[config.mk]
export PLATFORM = sky130hd
export DESIGN_NAME = regfile_arbiter
export DESIGN_NICKNAME = d
export VERILOG_FILES = /design/src/rtl/regfile_arbiter.sv
export SDC_FILE = /design/constraint.sdc
export NUM_CORES = 1
export LEC_CHECK = 0
export ABC_AREA = 1
export CORE_AREA = 2 2 67 82
export CTS_CLUSTER_SIZE = 20
export DETAILED_ROUTE_END_ITERATION = 8
export DIE_AREA = 0 0 69 84
export GPL_TIMING_DRIVEN = 0
export PLACE_DENSITY = 0.9
export SLEW_MARGIN = 20
export SYNTH_ARGS = -nofsm -noshare
export SYNTH_HDL_FRONTEND = slang
export SYNTH_SLANG_ARGS = --single-unit
[constraint.sdc]
create_clock -name clk -period 4.07 [get_ports clk]
set_input_delay 0.407 -clock clk [delete_from_list [all_inputs] [get_ports clk]]
set_output_delay 0.407 -clock clk [all_outputs]
set_load 0.02 [all_outputs]
[src/rtl/regfile_arbiter.sv]
`default_nettype none
`timescale 1ns/1ps
// +--------------------------------------------------------------------------+
// | regfile_arbiter: round-robin two-requester sequencer for a 4x8 regfile.  |
// | Rev 1.0                                                                  |
// +--------------------------------------------------------------------------+
module regfile_arbiter #(
  parameter int ADDR_W = 5,
  parameter int DATA_W = 8,
  parameter int DEPTH  = 4
) (
  input  logic              clk,
  input  logic              rst_n,
  input  logic              req0,
  input  logic              we0,
  input  logic [ADDR_W-1:0] addr0,
  input  logic [DATA_W-1:0] wdata0,
  output logic              gnt0,
  output logic              ack0,
  output logic              err0,
  output logic [DATA_W-1:0] rdata0,
  input  logic              req1,
  input  logic              we1,
  input  logic [ADDR_W-1:0] addr1,
  input  logic [DATA_W-1:0] wdata1,
  output logic              gnt1,
  output logic              ack1,
  output logic              err1,
  output logic [DATA_W-1:0] rdata1,
  output logic [ADDR_W-1:0] rf_addr,
  output logic              rf_rw,
  output logic [DATA_W-1:0] rf_wdata,
  input  logic [DATA_W-1:0] rf_rdata
);

  typedef enum logic [1:0] {
    IDLE   = 2'd0,
    SETUP  = 2'd1,
    ACCESS = 2'd2,
    DONE   = 2'd3
  } state_t;

  state_t r_state;
  logic   r_last;
  logic   r_idx;
  logic   r_we;
  logic   r_oor;
  logic   w_win;
  logic   w_oor;

  // On a tie the requester not served last wins; otherwise the sole requester.
  assign w_win = (req0 && req1) ? ~r_last : req1;
  // rf_addr doubles as the latched request address.
  assign w_oor = (rf_addr >= ADDR_W'(DEPTH));

  always_ff @(posedge clk or negedge rst_n) begin
    if (!rst_n) begin
      r_state  <= IDLE;
      r_last   <= 1'b1;
      r_idx    <= 1'b0;
      r_we     <= 1'b0;
      r_oor    <= 1'b0;
      gnt0     <= 1'b0;
      gnt1     <= 1'b0;
      ack0     <= 1'b0;
      ack1     <= 1'b0;
      err0     <= 1'b0;
      err1     <= 1'b0;
      rdata0   <= '0;
      rdata1   <= '0;
      rf_addr  <= '0;
      rf_rw    <= 1'b0;
      rf_wdata <= '0;
    end else begin
      case (r_state)
        IDLE: begin
          if (req0 || req1) begin
            r_idx    <= w_win;
            r_we     <= w_win ? we1 : we0;
            rf_addr  <= w_win ? addr1 : addr0;
            rf_wdata <= w_win ? wdata1 : wdata0;
            gnt0     <= ~w_win;
            gnt1     <= w_win;
            r_state  <= SETUP;
          end
        end
        SETUP: begin
          // rw rises only after addr/wdata have been stable for a full cycle.
          r_oor   <= w_oor;
          rf_rw   <= r_we && !w_oor;
          r_state <= ACCESS;
        end
        ACCESS: begin
          rf_rw <= 1'b0;
          if (r_oor || !r_we) begin
            if (r_idx) rdata1 <= r_oor ? '0 : rf_rdata;
            else       rdata0 <= r_oor ? '0 : rf_rdata;
          end
          ack0    <= ~r_idx;
          ack1    <= r_idx;
          err0    <= ~r_idx && r_oor;
          err1    <= r_idx && r_oor;
          r_state <= DONE;
        end
        DONE: begin
          ack0    <= 1'b0;
          ack1    <= 1'b0;
          err0    <= 1'b0;
          err1    <= 1'b0;
          gnt0    <= 1'b0;
          gnt1    <= 1'b0;
          r_last  <= r_idx;
          r_state <= IDLE;
        end
        default: r_state <= IDLE;
      endcase
    end
  end

endmodule
`default_nettype wire

### Yosys cells after proc, flatten, opt, wreduce, memory -nomap -nowiden

Cells that the tools add are included.

* add/subtract/negate cells: 0
* divide/modulo/power cells: 0
* equal/unequal tests: 4
* reductions and logical operators: 16
* mux-type cells: 16
* shift-type cells: 0
* bitwise logic cells: 3
* multipliers: 0
* order comparisons: 1

Operators with widths (number)
* $mux 8: 2
* $pmux 1 s2: 7
* $pmux 2 s4: 1
* $reduce_and 3->1: 2
* $reduce_bool 2->1: 3
* $ge 5x3->1 const B: 1
* $mux 5: 1
* $eq 2x2->1 const B: 2
* $logic_and 1x1->1: 4
* $mux 1: 4
* $reduce_and 2->1: 2
* $not 1->1: 3
* $eq 2x1->1 const B: 1
* $logic_not 1->1: 2
* $logic_not 2->1: 1
* $logic_or 1x1->1: 2
* $mux 2: 1
* $ne 2x2->1 const B: 1

* bits of input ports: 40
* memories: 0
* output and inout port bits: 36
* bits in writable memories: 0
* bits in read-only memories: 0
* bits in latches: 0
* bits in registers: 42

### Depth between registers and ports, before layout

Gate-level depths: netlist of the first run.

* depth after elaboration: 5
* mapped depth: 7

### Least setup slack after synthesis of the first run

No wires, ideal clock.

* kind: register to register
* from: register r_state[0]
* to: register rf_addr[2]
* period minus slack after synthesis: 1.300 ns
* required time: 4.005 ns
* setup time: 0.065 ns
* stages on the path, launching flop included: 8
* slack: 2.770 ns
* buffers on the path: 1
* arrival time: 1.235 ns
* cells stage by stage: dfrtp_1 > inv_1 > ha_1 > inv_2 > nor2_4 > buf_4 > nand3_1 > nand2_1

* word-level cells in the longest chain between the ends: 2

Ends and longest elaborated chain
* start, declared: line 43 `state_t r_state;`
* start signal, assigned: line 58 `r_state <= IDLE;`
* start signal, assigned: line 84 `r_state <= SETUP;`
* start signal, assigned: line 91 `r_state <= ACCESS;`
* $logic_not 2->1: line 75 `case (r_state)`
* $reduce_and 2->1 (no source line)
* end signal, assigned: line 80 `rf_addr <= w_win ? addr1 : addr0;`
* end, declared: line 30 `output logic [ADDR_W-1:0] rf_addr,`

No other way between the ends.
A chain may end at the register's enable or synchronous reset.

### Worst setup path after layout of the first run

* from: register rf_addr[4]
* to: output port rf_addr[4]

No word-level cell between the ends.

==> flow_summary.yaml, run 1 <==
status:
  status: "completed"
die:
  core_um2: 5080
  fp.dieW_um: 69
  die_h_um: 84
  fp-row-count: 29
  io-pin-count: 76
  die_area_um2: 5800
  start_util_pct: 42.8
grt:
  track_usage_pct: 18.9
  top_usage_layer: "met2"
  grt_pass1_wl_um: 8890
  grt_max_degree: 23
  grtUsageMet1_pct: 21.1
  overflow: 0
  grt_antenna_before_repair: 0
  first_global_vias: 1992
  met2_usage_pct: 34.2
  met3_usage_pct: 5.31
final_layout:
  antenna_cells: 0
  multiInputGateArea_um2: 861
  seqCellArea_um2: 1050
  drive_gt1_share_pct: 11.3
  final.fill_count: 434
  areaGrowthSynthToFinish_pct: 43.6
  fin_nets: 397
flow_run:
  maxCapViolations: 0
power_and_ir_drop:
  finalPower_w: 0.00221
  p_leak_nw: 1.61
  max-vdd-ir-drop_mv: 0.434
  p_per_area_nw_per_um2: 707
timing:
  slew_viol_final: 0
  hold_viol: 0
  skew_ns: 0.00607
  setup_violations: 0
  max_freq_mhz: 587
  tns_ns: 0
  slew_headroom_pct: 65.8
  min_period_ns: 1.70
  max_slew.worst_pin.slew_ns: 0.513
  rsz0062_at_grt: "no"
  period_share_pct: 41.8
setup_path:
  path_buf_inv: 1
  critPathSlowestCell: "clkdlybuf4s50_1"
  cpPeakStageDelay_ns: 0.62
  crit_type: "flip-flop to output pin"
  worstSetupStartpoint: "rf_addr[4]"
  timing.rr.end: "rf_addr[4]"
  cp_cell_sequence: "clkdlybuf4s50_1"
  cp_num_cells: 1
  reg2reg_depth: 7
  endpoint: "rf_addr[4]"
  crit_fanout: 3
  cp_data_required_time_ns: 3.66
  critPathTopFamily: "buffers and inverters"
  critPathArrivalTime_ns: 1.30
  crit_path_end_kind: "output pin"
  r2r_start: "r_state[0]"
  worstSetupStartpointType: "flip-flop"
  rrSetupSlack_ns: 2.54
synth:
  ys_seq_area_share_pct: 48.4
  netlist_area_um2: 2180
  yosysTopAreaCell: "dfrtp_1"
  synthesis.nets: 315
  synth_top_area_share_pct: 47.2
  synth_edf_count: 0
  synth_ff_type: "dfrtp_1"
  synth_cells: 270
  synth.avg_cell_area_um2: 8.06
  ys_warn_count: 0
  ys_types: 24
  yosysMostFrequentCell: "nand2_1"
  synth_top_cells_by_count: "77 x nand2_1, 42 x inv_1, 41 x dfrtp_1, 38 x nand3_1, 17 x nand4_1"
  ys_ff_latch: 42
  synth.top_cells.by_area: "dfrtp_1 47%, nand2_1 13%, nand3_1 8.7%, inv_1 7.2%, nand4_1 4.9%"
  async_flop_share_pct: 100
cts:
  root_buffer: "clkbuf_8"
  cts.path.max_buffers: 2
  htree_levels: 2
  cts_num_sinks: 42
  ctsResizeCount: 0
  clkTransAtPathRegs_ns: 0.08
  worstSkewPairLatency_ns: 0.30
  tritoncts: "done"
  post-cts-setup-buffers: 0
  cts_inserted_buffers: 5
  cts_hold_buf: 0
drt:
  drt-wirelength-per-cell_um: 12.6
  wl_um: 5210
  drc: 0
  drt_iter0_markers: 141
  via_per_inst: 4.86
  drtAntennaViolNets: 0
  via_count: 2016
  dr.pass1.iters: 4
min_path:
  hold_path_class: "input pin to asynchronous set/reset pin"
place:
  place_hpwl_um: 3910
  io_buffers: 74
  place_congestion: 0.781
==> cell families (layout without fill, tap and decap cells) <==
family	Yosys count	after routing	synth area share [%]
simple gates	156	156	33.8
buf+inv	57	140	12.1
flops	42	42	48.4
compound gates	10	10	2.88
fa+ha+maj	5	5	2.88
==> metrics by stage <==
stage          hold WS, ns  instance area, um^2  instances  setup WS [ns]  utilization, %
2_1_floorplan        0.111                 2180        270           2.77               -
4_1_cts             0.0775                 3130        415           2.35            61.5
5_1_grt             0.0971                 3130        415           2.33            61.5
6_report            0.0673                 3130        415           2.37            61.5
3_5_place_dp         0.408                 3020        407           2.32            59.4
3_3_place_gp         0.465                 2990        406           1.55            58.9
==> final cells by class <==
cell class,instances,share of cell area [%]
tap,62,2.48
timing repair buffer,75,24.4
multi-input combinational,171,27.5
clock inverter,3,1.28
inverter,45,5.40
sequential,42,33.7
clock buffer,5,2.20
buffer,12,3.00
==> metal layers <==
layer / up-vias / share of wire, %
li1: 1010 / -
met1: 919 / 40
met2: 78 / 51
met3: 9 / 6.9
met4: 0 / 1.7
met5: - / 0
==> layout by cell type, fill, tap and decap left out, types with 2 or more instances in the layout <==
master,netlist,final
nand2_1,77,77
dfrtp_1,41,41
clkbuf_8,0,5
clkinv_2,0,2
nor2_1,9,9
inv_1,42,42
clkdlybuf4s50_1,0,73
o21ai_0,7,7
nand4_1,17,17
inv_2,2,2
nand2_2,9,9
nand2_4,2,2
nand3_1,38,38
buf_6,2,2
ha_1,5,5
buf_4,3,3
nand3_2,2,2
buf_2,5,6
==> how the worst min path moves through the flow <==
stage	depth (start not counted)	end	from	slack, ns
2_1_floorplan	0	ack0	rst_n	0.11
3_3_place_gp	2	rdata1[7]	rdata1[7]	0.46
3_5_place_dp	1	rdata0[3]	rst_n	0.41
4_1_cts	1	rdata1[4]	rst_n	0.08
5_1_grt	1	rdata0[1]	rst_n	0.1
6_report	1	rdata1[4]	rst_n	0.07
==> registers in the layout, indices dropped and copies added, names as in the netlist, 2 cells and up <==
signal    flops
rf_addr       5
rdata1        8
rdata0        8
rf_wdata      8
r_state       2
==> report_power, final <==
part,total [W],switching [W],internal (W)
logic,0.00117,0.000666,0.000501
registers,0.000713,0.000111,0.000602
clock network,0.000330,0.000149,0.000181
Power figures use the tool's default switching activity.
==> inputs of run 2 (changes only) <==
--- a/config.mk
+++ b/config.mk
@@ -6,12 +6,12 @@
 export NUM_CORES = 1
 export LEC_CHECK = 0
 export ABC_AREA = 1
-export CORE_AREA = 2 2 67 82
+export CORE_AREA = 2 2 70 85
 export CTS_CLUSTER_SIZE = 20
 export DETAILED_ROUTE_END_ITERATION = 8
-export DIE_AREA = 0 0 69 84
+export DIE_AREA = 0 0 72 87
 export GPL_TIMING_DRIVEN = 0
-export PLACE_DENSITY = 0.9
+export PLACE_DENSITY = 0.87
 export SLEW_MARGIN = 20
 export SYNTH_ARGS = -nofsm -noshare
 export SYNTH_HDL_FRONTEND = slang
==> constraint.sdc (replaced) <==
create_clock -name clk -period 1.5 [get_ports clk]
set_input_delay 0.15 -clock clk [delete_from_list [all_inputs] [get_ports clk]]
set_output_delay 0.15 -clock clk [all_outputs]
set_load 0.02 [all_outputs]
==> flow_summary.yaml, run 2 (synthesized netlist as in run 1, its figures left out) <==
die:
  fp.dieW_um: 72
  die_h_um: 87
  start_util_pct: 39.4
  core_um2: 5520
  die_area_um2: 6260
  io-pin-count: 76
  fp-row-count: 30
drt:
  via_count: 2034
  via_per_inst: 4.87
  drt_iter0_markers: 125
  dr.pass1.iters: 4
  drt-wirelength-per-cell_um: 12.9
  wl_um: 5400
  drtAntennaViolNets: 0
  drc: 0
cts:
  root_buffer: "clkbuf_8"
  cts_num_sinks: 42
  cts.path.max_buffers: 2
  clkTransAtPathRegs_ns: 0.08
  worstSkewPairLatency_ns: 0.29
  htree_levels: 2
  tritoncts: "done"
  cts_inserted_buffers: 5
flow_run:
  maxCapViolations: 0
setup_path:
  crit_path_end_kind: "output pin"
  crit_fanout: 3
  cp_cell_sequence: "clkdlybuf4s50_1"
  critPathArrivalTime_ns: 1.29
  worstSetupStartpoint: "rf_addr[4]"
  r2r_start: "r_state[0]"
  crit_type: "flip-flop to output pin"
  path_buf_inv: 1
  critPathTopFamily: "buffers and inverters"
  critPathSlowestCell: "clkdlybuf4s50_1"
  cpPeakStageDelay_ns: 0.62
  worstSetupStartpointType: "flip-flop"
  cp_data_required_time_ns: 1.35
status:
  status: "completed"
grt:
  grt_pass1_wl_um: 9160
  top_usage_layer: "met2"
  track_usage_pct: 18.4
  grt_max_degree: 31
  first_global_vias: 2074
  met2_usage_pct: 32.1
  met3_usage_pct: 5.44
  grt_antenna_before_repair: 0
  overflow: 0
  grtUsageMet1_pct: 21.2
final_layout:
  fin_nets: 398
  layout_common_cells: "77 x nand2_1, 73 x clkdlybuf4s50_1, 41 x dfrtp_1"
  antenna_cells: 0
  layout_commonest_cell: "nand2_1"
  areaGrowthSynthToFinish_pct: 43.9
  top_regs: "rdata0 (8), rdata1 (8), rf_wdata (8)"
  instances_no_fill: 418
  postLayoutCoreUtil_pct: 56.8
  drive_gt1_share_pct: 12.4
timing:
  max_slew.worst_pin.slew_ns: 0.316
  period_share_pct: 95.9
  setup_violations: 0
  layout_setup_ws_ns: 0.0611
  slew_headroom_pct: 79.0
  whs_ns: 0.214
  min_period_ns: 1.44
  tns_ns: 0
  max_freq_mhz: 695
  slew_viol_final: 0
  skew_ns: 0.00238
  hold_viol: 0
min_path:
  min_from: "req1"
  hold_path_class: "input pin to flip-flop"
power_and_ir_drop:
  p_leak_nw: 1.61
  max-vdd-ir-drop_mv: 0.832
  p_per_area_nw_per_um2: 1900
place:
  place_hpwl_um: 4080
  dp_cells: 409
  preCtsSetupSlack_ns: -0.0374
  io_buffers: 74
  place_congestion: 0.839
## run 2: stage by stage
stage	area (um^2)	total power, W
after detailed placement	3010	0.00515
after CTS	3120	0.00593
after floorplan	2180	0.00381
after global routing	3130	0.00641
after global placement	3000	0.00502
final	3130	0.00595
## run 2: final cells by class
type	count	area, um^2
Fill cell	508	2390
Sequential cell	42	1050
Multi-Input combinational cell	171	876
Timing Repair Buffer	76	766
Inverter	45	169
Buffer	12	97.6
Clock buffer	7	86.3
Tap cell	64	80.1
Clock inverter	1	5.00
## run 2: path summary, 6_finish.rpt
path	to	slack (ns)	cells after the start
setup reg to reg	err1	0.13	6
hold / removal	rf_wdata[0]	0.21	4
max in group asynchronous	r_last	0.68	3
hold reg to reg	rf_wdata[2]	0.49	2
min in group asynchronous	rdata0[6]	0.30	2
setup / recovery	rf_addr[4]	0.06	1
## run 2: worst reg2reg max path: stages, from the launching register on
cell and delay [ns]:
dfrtp_1 0.41, inv_2 0.12, ha_2 0.23, clkbuf_4 0.21, inv_1 0.11, nand3_1 0.09, o21ai_0 0.09
## run 2: timing repair
item	4_1_cts	5_1_grt
setup endpoints to repair	10	25
hold buffers	1	0
endpoints found under the hold margin	12	0
pin swaps	0	0
buffers inserted	0	0
resized for setup	1	7
## run 2: power breakdown
group | switching, W | internal (W) | total [W] | leakage, nW
logic | 0.00184 | 0.00141 | 0.00325 | 1.03
clock network | 0.000378 | 0.000371 | 0.000750 | 0.0482
registers | 0.000317 | 0.00163 | 0.00195 | 0.530
## run 2: routing by layer
metal	wire length, um	part of all wire (%)
met2	2710	50
met3	370	6.8
met5	0	0
met4	125	2.3
met1	2200	41
